**config.mk**
```make
export PLATFORM = sky130hd
export DESIGN_NAME = downstream_req_arbiter
export DESIGN_NICKNAME = d
export VERILOG_FILES = /design/src/rtl/downstream_req_arbiter.sv
export SDC_FILE = /design/constraint.sdc
export NUM_CORES = 1
export LEC_CHECK = 0
export ABC_AREA = 0
export ABC_CLOCK_PERIOD_IN_PS = 3500
export CORE_AREA = 2 2 168 170
export CTS_CLUSTER_SIZE = 24
export DETAILED_ROUTE_END_ITERATION = 10
export DIE_AREA = 0 0 170 172
export PLACE_DENSITY = 0.61
export SETUP_SLACK_MARGIN = 0.5
export SYNTH_ARGS = -nofsm -noshare
export SYNTH_HDL_FRONTEND = slang
export SYNTH_SLANG_ARGS = --single-unit
```
**constraint.sdc**
```tcl
create_clock -name clk -period 3.5 [get_ports clk]
set_clock_uncertainty 0.05 [all_clocks]
set_input_delay 0.875 -clock clk [delete_from_list [all_inputs] [get_ports clk]]
set_output_delay 0.875 -clock clk [all_outputs]
set_load 0.01 [all_outputs]
```
**src/rtl/downstream_req_arbiter.sv**
```systemverilog
// Round-robin arbiter that funnels NREQ requesters onto one downstream cache port, one transaction at a time.
// Optional watchdog on the outstanding transaction is enabled with `define DS_ARB_TIMEOUT_EN.
module downstream_req_arbiter #(
    parameter int NREQ    = 4,
    parameter int AW      = 32,
    parameter int DW      = 32,
    parameter int TIMEOUT = 64
) (
    input  logic               clk,
    input  logic               rst,
    input  logic [NREQ-1:0]    req_valid,
    input  logic [NREQ-1:0]    req_rw,
    input  logic [NREQ*AW-1:0] req_addr,
    input  logic [NREQ*DW-1:0] req_data,
    output logic [NREQ-1:0]    req_ready,
    output logic [NREQ-1:0]    rsp_valid,
    output logic [DW-1:0]      rsp_data,
    output logic               c_valid,
    output logic               c_rw,
    output logic [AW-1:0]      c_rdindex,
    output logic [AW-1:0]      c_wrindex,
    output logic [DW-1:0]      c_data,
    input  logic               c_ready,
    input  logic [DW-1:0]      c_rdata,
    output logic               err_timeout
);
    localparam int GW = (NREQ > 1) ? $clog2(NREQ) : 1;
    localparam logic [0:0] IDLE = 1'b0;
    localparam logic [0:0] BUSY = 1'b1;

    logic [0:0]    state;
    logic [GW-1:0] last_grant;
    logic [GW-1:0] cur_idx;
    logic          cur_rw;
    logic [AW-1:0] cur_addr;
    logic [DW-1:0] cur_data;
    logic [GW-1:0] gnt_idx;
    logic [GW-1:0] cand_idx;
    logic          gnt_found;
    logic          grant;
    logic          timeout_hit;
    int            cand;

    logic [AW-1:0] addr_arr [NREQ];
    logic [DW-1:0] data_arr [NREQ];

    for (genvar i = 0; i < NREQ; i++) begin : g_unpack
        assign addr_arr[i] = req_addr[i*AW +: AW];
        assign data_arr[i] = req_data[i*DW +: DW];
    end

    // Search starts just past the last completed requester so a persistent requester cannot starve others.
    always_comb begin
        gnt_found = 1'b0;
        gnt_idx   = '0;
        cand      = 0;
        cand_idx  = '0;
        for (int i = 1; i <= NREQ; i++) begin
            cand     = (int'(last_grant) + i) % NREQ;
            cand_idx = GW'(cand);
            if (!gnt_found && req_valid[cand_idx]) begin
                gnt_found = 1'b1;
                gnt_idx   = cand_idx;
            end
        end
    end

    // The response cycle (rsp_valid nonzero) is also a no-grant cycle.
    assign grant = !rst && (state == IDLE) && !(|rsp_valid) && gnt_found;

    always_comb begin
        req_ready = '0;
        if (grant) req_ready[gnt_idx] = 1'b1;
    end

    assign c_valid   = (state == BUSY);
    assign c_rw      = cur_rw;
    assign c_rdindex = cur_addr;
    assign c_wrindex = cur_addr;
    assign c_data    = cur_data;

    always_ff @(posedge clk) begin
        if (rst) begin
            state      <= IDLE;
            last_grant <= GW'(NREQ - 1);
            cur_idx    <= '0;
            cur_rw     <= 1'b0;
            cur_addr   <= '0;
            cur_data   <= '0;
            rsp_valid  <= '0;
            rsp_data   <= '0;
        end else begin
            rsp_valid <= '0;
            if (state == IDLE) begin
                if (grant) begin
                    state    <= BUSY;
                    cur_idx  <= gnt_idx;
                    cur_rw   <= req_rw[gnt_idx];
                    cur_addr <= addr_arr[gnt_idx];
                    cur_data <= data_arr[gnt_idx];
                end
            end else if (c_ready) begin
                state              <= IDLE;
                rsp_valid[cur_idx] <= 1'b1;
                rsp_data           <= c_rdata;
                last_grant         <= cur_idx;
            end else if (timeout_hit) begin
                state              <= IDLE;
                rsp_valid[cur_idx] <= 1'b1;
                rsp_data           <= '0;
                last_grant         <= cur_idx;
            end
        end
    end

`ifdef DS_ARB_TIMEOUT_EN
    localparam int CW = (TIMEOUT > 1) ? $clog2(TIMEOUT) : 1;
    logic [CW-1:0] to_cnt;

    // c_ready in the limit cycle wins because the BUSY branch checks it first.
    assign timeout_hit = (state == BUSY) && !c_ready && (to_cnt == CW'(TIMEOUT - 1));

    always_ff @(posedge clk) begin
        if (rst) begin
            to_cnt      <= '0;
            err_timeout <= 1'b0;
        end else begin
            err_timeout <= timeout_hit;
            if (state == IDLE) to_cnt <= '0;
            else if (!c_ready) to_cnt <= to_cnt + 1'b1;
        end
    end
`else
    assign timeout_hit = 1'b0;
    assign err_timeout = 1'b0;
`endif

endmodule

```
==> results.md, run 1 <==
- Mapped cell area: 5720 um2
- Final setup margin: 0.583 ns
- Area leader, netlist: dfxtp_1
- Post-synth EDFFs: 0
- Core Box Area: 27500 um2
- Yosys Warn Count: 0
- Area delta synth->final: 84.0%
- Crit Path Class: input pin to primary output
- Ranking of synthesized cells by area: dfxtp_1 37%, a211oi_1 8.5%, mux2i_1 7.7%
- Final core occ: 38.3%
- Slew of the pin with the lowest slew margin: 0.993 ns
- Synthesized net count: 964
- Inserted Clock Buffers: 9
- Clock tree buffer depth: 2
- DRT iter0 DRCs: 316
- Crit path time final: 2.92 ns
- Setup crit end kind: primary output
- Worst-path cell chain: buf_2 > buf_6 > or4_4 > and4_4 > nand2_4 > nor2_1 > buf_4
- FFs w/ async S/R, synth: 0%
- FMAX: 343 MHz
- Initial antenna violation count: 0
- Worst skew pair latency: 0.36 ns
- CTS tree: done
- Drt drc: 0
- Count leader, synth: dfxtp_1
- Initial Util: 20.8%
- Seq/Total Area, Yosys: 37.1%
- Hold Vio Cnt, Final: 0
- First-pass GRT wire length: 38000 um
- Setup slack at placement: -0.295 ns
- Register area: 2120 um2
- Post-synth top flop: dfxtp_1
- Worst VDD drop: 0.000289 V
- Slew Limit Fails: 0
- Register bit total from synthesis: 106
- Vias/cell: 4.67
- Hold Path Class: flip-flop to flip-flop
- Worst hold stages: 2
- Reg2reg path depth: 7
- Outcome: complete, no violations
- DP Wirelength: 19500 um
- Final worst path period share: 83.3%
- Row cnt: 61
- Ant diodes: 0
- CTS H-tree lvls: 3
- Post-synth top cells: 106 x dfxtp_1, 76 x nor2_1, 74 x nand2_1, 65 x a211oi_1, 47 x clkbuf_1
- Critical Path AT: 1.99 ns
- DIE WIDTH: 170 um
- Multi-input logic area: 3070 um2
- Pwr Density: 362 nW/um2
- Hold slack final: 0.404 ns
- Avg Cell Area, Syn: 8.60 um2
- Gr ovfl total: 0
- Ports: 438
- Root buf cell: clkbuf_16
- RSZ-0062 raised after global routing: false
- CP Max Fanout: 4
- GRT Overall Usage: 17.1%
- Synth unique cells: 41
- Non-filler instance count after layout: 1390
- Yosys top cell area share: 37.1%
- Reg clk slew, reported paths: 0.08 ns
- Total number of vias: 6498
- Setup TNS: 0 ns
- Drt total wl: 26700 um
- Static leakage: 3.78 nW
- Hold Buf Count CTS: 0
- Total Power: 3.81 mW
- Endpoints failing setup: 0
- Post-DRT Antenna Nets: 0
- CP max-delay cell: or4_4
- Worst EP required: 2.57 ns
- Die H: 172 um
- Pin count of the biggest net entering global routing: 89
- Number of global-route vias before repair: 6273
- Dpl cells: 1372
- Port bufs: 436
- Wire per inst: 19.2 um
- Full die area: 29200 um2
- Post-synthesis cell count: 665
- Max stage delay on crit path: 0.43 ns
- Area after DPL: 10200 um2
- CP Launch Type: input pin
- Share of cells above drive strength 1: 11.8%
- Max Cap Violations: 0
- Final instance area: 10500 um2
- Clk sink count: 106
- Filler instances: 2784
- Nets: 1338
- Drt first pass iters: 5
- Gpl congestion: 0.841
- Rel. slew slack: 33.8%
==> routing by layer <==
layer  GRT usage (%)  up-vias  part of all wire [%]
met5               0        -                     0
met1            20.3     3068                    40
met4            3.83        0                   1.2
li1                -     3152                     -
met3            5.13       19                   8.4
met2            30.2      259                    50
==> worst paths after layout <==
check | start | end | slack [ns]
setup / recovery | req_valid[1] | req_ready[2] | 0.58
hold / removal | rsp_data[31] | rsp_data[31] | 0.40
setup reg to reg | last_grant[1] | c_rdindex[0] | 1.05
hold reg to reg | rsp_data[31] | rsp_data[31] | 0.40
==> logic make-up after synthesis <==
family / after synthesis / share of synthesized area (%)
and+or+nand+nor: 215 / 17.2
muxes: 65 / 11.9
AOI/OAI and AO/OA: 177 / 23.5
buffers and inverters: 101 / 10.2
DFF: 106 / 37.1
other: 1 / 0.0656
==> state kept, by name, indices dropped and copies added, names as in the netlist <==
register	cells
c_data	32
rsp_valid	4
c_rw	1
c_rdindex	32
cur_idx	2
c_valid	1
last_grant	2
rsp_data	32
==> critical path, delay by kind of cell <==
kind          cells  cell delay (ns)
buf+inv           3             0.40
simple gates      4             0.72
==> report_power, final <==
group / internal, mW / leakage, nW / switching [mW]
registers: 1.31 / 0.872 / 0.0734
clock network: 0.573 / 0.154 / 0.536
logic: 0.781 / 2.76 / 0.542
==> final cells by class <==
| type | instances | area share [%] |
|---|---|---|
| clock inverter | 7 | 0.796 |
| sequential | 106 | 20.2 |
| tap | 346 | 4.11 |
| multi-input combinational | 458 | 29.1 |
| inverter | 1 | 0.0357 |
| clock buffer | 9 | 2.14 |
| timing repair buffer | 463 | 43.6 |
==> cells in the final DEF (no fill, tap or decap), types with 5 or more instances in the layout <==
cell type          n
a211oi_1          65
a21oi_1           36
a221oi_1          44
a222oi_1          21
buf_4             22
buf_6              5
clkbuf_16          9
clkdlybuf4s50_1  427
dfxtp_1          106
mux2_2            20
mux2i_1           44
nand2_1           73
nor2_1            76
or2_1              7
or2_2             37
==> timing repair <==
item                                    CTS  global route
endpoints found under the setup margin   24             8
gates resized for setup                  33            12
pin swaps                                 2             2
buffers inserted                          2             0
No activity file was read; power rests on OpenSTA's default activity.
==> inputs of run 2 (changes only) <==
ABC_CLOCK_PERIOD_IN_PS = 2400   (was 3500)
CORE_AREA = 2 2 171 173   (was 2 2 168 170)
DIE_AREA = 0 0 173 175   (was 0 0 170 172)
PLACE_DENSITY = 0.62   (was 0.61)
clock period = 2.4 ns   (was 3.5 ns; I/O delays follow)
==> run 2 against run 1 <==
Net effect: the run now ends with negative setup slack left; wire length up 17%; sequential power up 46%; non-clock buffer count up 56; cell count up 7.0%; total power up 56%; clock power up 46%; design area up 11%; combinational power up 75%; via count up 8.8%; core utilization up 2.7 points; first-iteration DRC count up 41%.
==> results.md, run 2 (same netlist as run 1, synthesis figures left out) <==
- Initial antenna violation count: 4
- CP Max Fanout: 7
- CP max-delay cell: and2b_2
- Initial Util: 20.1%
- FMAX: 403 MHz
- Most common cell after layout, fill and taps aside: clkdlybuf4s50_1
- Hold Vio Cnt, Final: 0
- Ports: 438
- DIE WIDTH: 173 um
- Filler instances: 2842
- Final setup margin: -0.0806 ns
- Reg clk slew, reported paths: 0.08 ns
- Worst VDD drop: 0.000291 V
- Drt drc: 0
- Pin count of the biggest net entering global routing: 89
- Pwr Density: 511 nW/um2
- Setup crit end kind: primary output
- Final core occ: 41.0%
- Hold Path Class: flip-flop to flip-flop
- RSZ-0062 raised after global routing: true
- Gr ovfl total: 0
- Die H: 175 um
- Top delay family on crit path: buffers and inverters
- Area delta synth->final: 104%
- Number of global-route vias before repair: 6993
- Clock tree buffer depth: 2
- Slew Limit Fails: 0
- Commonest cells after routing, fill and taps aside: 293 x clkdlybuf4s50_1, 126 x dlygate4sd2_1, 94 x dfxtp_1
- Crit Path Class: input pin to primary output
- Endpoints failing setup: 4
- Vias/cell: 4.75
- DP Wirelength: 21500 um
- CTS tree: done
- Root buf cell: clkbuf_16
- GRT Overall Usage: 18.9%
- Clk sink count: 106
- Critical Path AT: 1.83 ns
- Share of cells above drive strength 1: 22.1%
- Hold slack final: 0.404 ns
- Row cnt: 62
- Dpl cells: 1421
- Full die area: 30300 um2
- CTS H-tree lvls: 3
- Gpl congestion: 0.878
- Core Box Area: 28400 um2
- Outcome: finished, violations left
- Failing checks: negative setup slack
- Nets: 1394
- Slew of the pin with the lowest slew margin: 0.768 ns
- Crit path time final: 2.48 ns
- Drt total wl: 31200 um
- Drt first pass iters: 9
- Multi-input logic area: 3440 um2
- Inserted Clock Buffers: 9
- Total number of vias: 7067
- Max Cap Violations: 0
- Register area: 2140 um2
- Wire per inst: 21.0 um
- Static leakage: 4.88 nW
- Worst skew pair latency: 0.36 ns
- Rel. slew slack: 48.8%
- DRT iter0 DRCs: 444
- CP Launch Type: input pin
- Worst-path cell chain: buf_2 > and2b_2 > o21ai_2 > o211ai_1 > buf_4 > buf_4 > buf_6 > nor2b_4 > buf_6
- Worst EP required: 1.75 ns
- Final worst path period share: 103%
- Setup slack, reg-to-reg: 0 ns
- Post-DRT Antenna Nets: 0
- First-pass GRT wire length: 43700 um
- Port bufs: 436
- Non-filler instance count after layout: 1487
- WP buf/inv: 5
- Max stage delay on crit path: 0.22 ns
run 2: cell types whose count changed in the layout (fill, tap and decap cells not counted), moves of 10 or more:
cell and delta:
or2_4 +37, a211oi_1 -44, a211oi_2 +44, dfxtp_2 +10
or2_2 -36, dlygate4sd2_1 +126, buf_4 +17, dfxtp_1 -12
buf_6 +17, clkdlybuf4s50_1 -134, buf_12 +12
run 2: report_power, final:
| part | switching [mW] | internal [mW] |
|---|---|---|
| Combinational | 0.982 | 1.33 |
| Sequential | 0.108 | 1.91 |
| Clock | 0.869 | 0.748 |
run 2: worst min-delay path: cells and delay by family, from the launching register on:
| family | cells | cell delay, ns |
|---|---|---|
| flip-flops | 1 | 0.31 |
| AND/OR/NAND/NOR | 1 | 0.05 |
| AO/OA/AOI/OAI | 1 | 0.05 |
run 2: metrics by stage:
step	TNS (ns)	power (mW)	area [um2]	worst slack [ns]
floorplan	-0.0502	2.99	5890	-0.0197
global placement	-44.06	4.06	10500	-0.899
detailed placement	-47.02	4.08	10500	-0.938
CTS	-0.144	5.79	11100	-0.0703
global route	-1.20	6.24	11600	-0.193
finish	-0.219	5.95	11600	-0.0806
run 2: metal layers:
| layer | global-route usage, % | share of wire (%) |
|---|---|---|
| met1 | 22.0 | 39 |
| met3 | 5.05 | 8.2 |
| met4 | 5.58 | 2.5 |
| met2 | 33.9 | 50 |
| met5 | 0 | 0.042 |
run 2: cell type report:
cell class	count	area share, %
Timing Repair Buffer	519	45.2
Multi-Input combinational cell	458	29.5
Sequential cell	106	18.4
Tap cell	384	4.13
Clock buffer	9	1.93
Clock inverter	7	0.688
Antenna cell	3	0.0645
Inverter	1	0.0322
run 2: worst paths after layout:
kind	depth (start not counted)	startpoint	end
max	9	req_valid[3]	req_ready[3]
min	2	rsp_data[10]	rsp_data[10]
max reg2reg	10	last_grant[0]	c_rdindex[12]
min reg2reg	2	rsp_data[10]	rsp_data[10]
run 2: timing repair:
action	CTS	global route
buffers inserted	20	21
endpoints found under the setup margin	198	79
gates cloned	3	3
pin swaps	8	36
resized for setup	226	92
hold buffers	0	0
